`src/rtl/conv_window_seq.sv`:
```
// conv_window_seq
//   Convolution-engine sequencer. It responds to the top CNN controller's
//   conv_ctrl/weight_dim request. It consumes the row-major pixel stream from
//   the PU mapper, tracks the row/col position, flags every accepted pixel that
//   completes a KxK window, and holds conv_finish after the last pixel.
// Ports
//   clk, nrst        clock (rising edge), asynchronous active-low reset
//   conv_ctrl_i      run/enable level from the top controller
//   conv_clr_i       one-cycle clear; returns the sequencer to IDLE from any state
//   weight_dim_i     kernel dimension K, sampled when a run starts
//   pix_valid_i      pixel offered by the PU mapper
//   pix_ready_o      combinational: a pixel is taken this cycle if valid
//   mac_en_o         registered: a pixel was accepted last cycle
//   out_valid_o      registered: last accepted pixel completed a window
//   out_row_o/col_o  output-map coordinate of the last completed window
//   out_cnt_o        windows emitted since the run started
//   busy_o           sequencer is running
//   conv_finish_o    run complete (held until clear)
//   err_o            illegal K seen at start (held until clear)
module conv_window_seq #(
  parameter int IMG_W = 32,
  parameter int IMG_H = 32,
  parameter int MAX_K = 31
) (
  input  logic                             clk,
  input  logic                             nrst,
  input  logic                             conv_ctrl_i,
  input  logic                             conv_clr_i,
  input  logic [5:0]                       weight_dim_i,
  input  logic                             pix_valid_i,
  output logic                             pix_ready_o,
  output logic                             mac_en_o,
  output logic                             out_valid_o,
  output logic [$clog2(IMG_H)-1:0]         out_row_o,
  output logic [$clog2(IMG_W)-1:0]         out_col_o,
  output logic [$clog2(IMG_W*IMG_H+1)-1:0] out_cnt_o,
  output logic                             busy_o,
  output logic                             conv_finish_o,
  output logic                             err_o
);

  localparam int RW   = $clog2(IMG_H);
  localparam int CW   = $clog2(IMG_W);
  localparam int NW   = $clog2(IMG_W*IMG_H+1);
  localparam int RCW  = (RW > CW) ? RW : CW;
  localparam int CMPW = (RCW > 6) ? RCW : 6;

  typedef enum logic [1:0] {
    S_IDLE,
    S_RUN,
    S_DONE
  } state_t;

  state_t            state_q, state_d;
  logic [5:0]        k_q;
  logic [RW-1:0]     row_q;
  logic [CW-1:0]     col_q;
  logic [NW-1:0]     cnt_q;
  logic              err_q;
  logic              mac_q;
  logic              ov_q;
  logic [RW-1:0]     orow_q;
  logic [CW-1:0]     ocol_q;

  logic              accept;
  logic              start;
  logic              k_bad;
  logic              last_pix;
  logic              col_end;
  logic              win;
  logic [31:0]       k_ext;
  logic [CMPW-1:0]   row_ext;
  logic [CMPW-1:0]   col_ext;
  logic [CMPW-1:0]   km1;
  logic [CMPW-1:0]   orow_ext;
  logic [CMPW-1:0]   ocol_ext;

  assign pix_ready_o = (state_q == S_RUN) & conv_ctrl_i & ~conv_clr_i;
  assign accept      = pix_valid_i & pix_ready_o;
  assign start       = (state_q == S_IDLE) & conv_ctrl_i & ~conv_clr_i;

  // K legality is judged in 32 bits so MAX_K and the image size never truncate.
  assign k_ext = {26'd0, weight_dim_i};
  assign k_bad = (k_ext == 32'd0) || (k_ext > 32'(MAX_K)) ||
                 (k_ext > 32'(IMG_W)) || (k_ext > 32'(IMG_H));

  assign col_end  = (col_q == CW'(IMG_W - 1));
  assign last_pix = (row_q == RW'(IMG_H - 1)) && col_end;

  // K >= 1 whenever a pixel can be accepted, so K-1 never wraps.
  assign row_ext  = CMPW'(row_q);
  assign col_ext  = CMPW'(col_q);
  assign km1      = CMPW'(k_q) - CMPW'(1);
  assign win      = (row_ext >= km1) && (col_ext >= km1);
  assign orow_ext = row_ext - km1;
  assign ocol_ext = col_ext - km1;

  always_comb begin
    state_d = state_q;
    if (conv_clr_i) begin
      state_d = S_IDLE;
    end else begin
      case (state_q)
        S_IDLE:  if (conv_ctrl_i) state_d = k_bad ? S_DONE : S_RUN;
        S_RUN:   if (accept && last_pix) state_d = S_DONE;
        S_DONE:  state_d = S_DONE;
        default: state_d = S_IDLE;
      endcase
    end
  end

  always_ff @(posedge clk or negedge nrst) begin
    if (!nrst) begin
      state_q <= S_IDLE;
    end else begin
      state_q <= state_d;
    end
  end

  always_ff @(posedge clk or negedge nrst) begin
    if (!nrst) begin
      k_q    <= '0;
      row_q  <= '0;
      col_q  <= '0;
      cnt_q  <= '0;
      err_q  <= 1'b0;
      mac_q  <= 1'b0;
      ov_q   <= 1'b0;
      orow_q <= '0;
      ocol_q <= '0;
    end else begin
      // accept is already masked by conv_clr_i, so clear needs no extra gating here.
      mac_q <= accept;
      ov_q  <= accept & win;
      if (conv_clr_i) begin
        k_q   <= '0;
        row_q <= '0;
        col_q <= '0;
        cnt_q <= '0;
        err_q <= 1'b0;
      end else begin
        if (start) begin
          k_q   <= weight_dim_i;
          err_q <= k_bad;
          row_q <= '0;
          col_q <= '0;
          cnt_q <= '0;
        end
        if (accept) begin
          // Position rests at the origin after the last pixel instead of overrunning row.
          if (last_pix) begin
            row_q <= '0;
            col_q <= '0;
          end else if (col_end) begin
            row_q <= row_q + RW'(1);
            col_q <= '0;
          end else begin
            col_q <= col_q + CW'(1);
          end
          if (win) begin
            orow_q <= RW'(orow_ext);
            ocol_q <= CW'(ocol_ext);
            cnt_q  <= cnt_q + NW'(1);
          end
        end
      end
    end
  end

  assign mac_en_o      = mac_q;
  assign out_valid_o   = ov_q;
  assign out_row_o     = orow_q;
  assign out_col_o     = ocol_q;
  assign out_cnt_o     = cnt_q;
  assign busy_o        = (state_q == S_RUN);
  assign conv_finish_o = (state_q == S_DONE);
  assign err_o         = err_q;

endmodule
```
`config.mk`:
```
export PLATFORM = sky130hd
export DESIGN_NAME = conv_window_seq
export DESIGN_NICKNAME = d
export VERILOG_FILES = /design/src/rtl/conv_window_seq.sv
export SDC_FILE = /design/constraint.sdc
export NUM_CORES = 1
export LEC_CHECK = 0
export BUFFER_PORTS_ARGS = -buffer_cell sky130_fd_sc_hd__buf_2
export CAP_MARGIN = 20
export CELL_PAD_IN_SITES_DETAIL_PLACEMENT = 0
export CELL_PAD_IN_SITES_GLOBAL_PLACEMENT = 1
export CORE_UTILIZATION = 44
export DETAILED_ROUTE_END_ITERATION = 8
export PLACE_DENSITY_LB_ADDON = 0.1
export SYNTH_ARGS = -nofsm -noshare
export SYNTH_HDL_FRONTEND = slang
export SYNTH_SLANG_ARGS = --single-unit
```
`constraint.sdc`:
```
create_clock -name clk -period 3.25 [get_ports clk]
set_input_delay 0.975 -clock clk [delete_from_list [all_inputs] [get_ports clk]]
set_output_delay 0.975 -clock clk [all_outputs]
set_load 0.005 [all_outputs]
```
==> qor.txt <==
RSZ-0062 raised after global routing: false
Post-Place Cells: 368
Worst EP required: 3.44 ns
crit-path max FO: 9
GR Util met1: 0.281
clock buffer count from CTS: 5
Avg WL per Cell: 15.8 µm
die boundary width: 79.4 µm
Slew Viols, Final: 0
Synth Area in Compound Gates: 0.180
die height: 79.4 µm
Tot Pwr: 1.21 mW
first-pass GRT wire length: 10,400 µm
sequential-to-total area share from yosys stat: 0.398
gr ovfl total: 0
ANT nets after route: 0
first-pass iteration count of the detailed router: 4
Critical Path AT: 3.07 ns
vias in the first global route: 2,139
num rows: 27
DR vias/cell: 5.66
FF-to-FF path depth: 9
worst slew pin tran: 0.509 ns
simple-gate share of the synthesized area: 0.164
syn_area_per_cell: 10.0 µm²
Leak Pwr: 1.56 nW
met2 usage: 0.347
CTS-repair resized insts: 0
HPWL after DPL: 4450 µm
Clock Tree Root: clkbuf_8
clock skew: 0.00837 ns
port buffer count: 37
CP cell instances: inv_1 -> ha_1 -> fa_1 -> a21o_1 -> a211o_1 -> o2111a_1 -> nand3_4 -> inv_8 -> mux2_4
CP max-delay cell: fa_1
overall routing resource usage: 0.214
final WL: 5950 µm
Final nets: 335
share of cells above drive strength 1: 0.226
reg2reg start: k_q[0]$_DFFE_PN0P_
Hold Crit Class: flop to flop
GRT busiest layer: met2
layout overhead on the synthesized area: 15.4%
Synth Warn #: 0
H-tree Lvls: 2
Post-CTS Hold Buffers: 0
Max Cap Viol: 0
Setup TNS: 0 ns
Final WS setup: 0.370 ns
XOR/XNOR Fraction of Synth Area: 0.0635
Mapped Cells: 263
Post-synth EDFFs: 0
asr flop ratio synth: 1.00
final period utilization: 0.886
mapped cell area: 0.00264 mm²
shortest period the worst path allows: 2.88 ns
clock sinks: 42
fin cells: 377
fmax: 0.347 GHz
CTS tree: built
delay-heaviest family, CP: compound AO/OA/AOI/OAI gates
postcts setup bufs: 0
worst hold endpoint: out_col_o[2]$_DFFE_PN0P_
post-synthesis mux area share: 0.0512
met3 usage in global routing: 0.0400
core area: 0.00564 mm²
FF-to-FF setup slack: 0.37 ns
DP Worst Slack: 0.386 ns
I/O pins: 38
DRT iter0 DRCs: 85
Hold Crit Start: out_col_o[2]$_DFFE_PN0P_
n_diodes: 0
status: finished clean
clock buffer depth: 2
worst vdd ir: 189 µV
largest net degree at the start of global routing: 43
Yosys reg bits: 42
Worst slew margin: 0.658
slowest stage delay, CP: 0.45 ns
Buf/Inv on CP: 2
Setup CP Type: flop to flop
Cell Area, Placed: 0.00291 mm²
reg2reg end: out_col_o[4]$_DFFE_PN0P_
Synth Area in Adders: 0.101
Worst-Skew Late Latency: 0.30 ns
most used flip-flop cell after synthesis: dfrtp_1
Die Area: 0.00631 mm²
Initial Util: 0.468
Worst Setup End Kind: flop
Placer Congestion: 0.810
worst hold path depth: 1
largest family of logic cells by synthesized area: compound AO/OA/AOI/OAI gates
final instance area: 0.00304 mm²
CP startpoint kind: flop
total number of vias: 2,133
pwr dens: 397 mW/mm²
Hold Violations, Final: 0
initial antenna violation count: 0
CTS clk-pin slew, worst paths: 0.09 ns
Post-Syn Nets: 294
final setup vio count: 0
residual DRC count: 0
Synth cell types: 52
-- power breakdown --
| group | internal (mW) | switching (mW) | total (mW) |
|---|---|---|---|
| registers | 0.534 | 0.0111 | 0.545 |
| logic | 0.0956 | 0.147 | 0.243 |
| clock network | 0.230 | 0.190 | 0.421 |
| total | 0.860 | 0.349 | 1.21 |
-- logic make-up (layout without fill, tap and decap cells) --
group,Yosys count,in the layout
AO/OA/AOI/OAI,70,70
XOR/XNOR,16,16
adder cells (fa/ha/maj),20,20
buffers and inverters,25,67
flip-flops,42,42
multiplexers,10,10
AND/OR/NAND/NOR,80,80
-- stage by stage --
step                utilization  hold WS, ns
finish                    0.540        0.510
global route              0.540        0.528
CTS                       0.536        0.512
detailed placement        0.516        0.490
global placement          0.516        0.496
floorplan                     -        0.492
-- registers in the layout (all words and copies together), names as in the netlist --
signal	flops
mac_en_o	1
out_row_o	5
out_valid_o	1
row_q	5
err_o	1
out_cnt_o	11
k_q	6
col_q	5
state_q	2
out_col_o	5
-- Yosys cell counts, types with 3 or more instances --
cell	number	share of area
clkbuf_1	6	0.0085
ha_1	18	0.085
o31ai_1	6	0.017
xnor2_1	7	0.023
mux2i_1	3	0.011
xor2_1	7	0.023
mux2_4	7	0.040
nand2_1	25	0.036
a21oi_1	20	0.038
inv_1	14	0.020
nor3b_1	3	0.0085
nand4_1	12	0.028
and3_1	5	0.012
a21o_1	5	0.014
o311ai_0	9	0.030
nand3_1	6	0.011
nor2_1	10	0.014
or3_1	3	0.0071
o21ai_0	14	0.027
dfrtp_1	42	0.40
-- layout make-up --
| class | instances | area [µm²] |
|---|---|---|
| multi-input cells | 196 | 1480 |
| flip-flops and latches | 42 | 1050 |
| clock inverters | 3 | 43.8 |
| inverters | 15 | 63.8 |
| repair buffers | 44 | 250 |
| well taps | 72 | 90.1 |
| fillers | 548 | 2600 |
| clock buffers | 5 | 68.8 |
-- worst max path at each step --
stage,startpoint,end,slack (ns),cells after the start
6_report,k_q[0]$_DFFE_PN0P_,out_col_o[4]$_DFFE_PN0P_,0.37,9
5_1_grt,k_q[0]$_DFFE_PN0P_,out_cnt_o[7]$_DFF_PN0_,0.12,9
4_1_cts,k_q[0]$_DFFE_PN0P_,out_col_o[2]$_DFFE_PN0P_,0.37,9
3_5_place_dp,k_q[0]$_DFFE_PN0P_,out_col_o[4]$_DFFE_PN0P_,0.39,9
3_3_place_gp,k_q[0]$_DFFE_PN0P_,out_col_o[2]$_DFFE_PN0P_,0.45,10
2_1_floorplan,k_q[0]$_DFFE_PN0P_,out_col_o[1]$_DFFE_PN0P_,0.48,10
-- layer usage --
layer | vias up | wire length (µm)
li1 | 1054 | -
met1 | 1023 | 2900
met2 | 45 | 2750
met3 | 11 | 192
met4 | 0 | 106
met5 | - | 0
-- layout by cell type (no fill, tap or decap), drive strengths merged, types with 5 or more instances in the layout --
cell type	count
xnor2	7
xor2	7
a21oi	20
o311ai	9
and3	6
nand3	7
a21o	6
o21ai	14
mux2	7
ha	18
dfrtp	42
o31ai	6
nor2	10
clkbuf	5
nand2	25
inv	16
nand4	12
buf	44
Power figures use the tool's default switching activity.
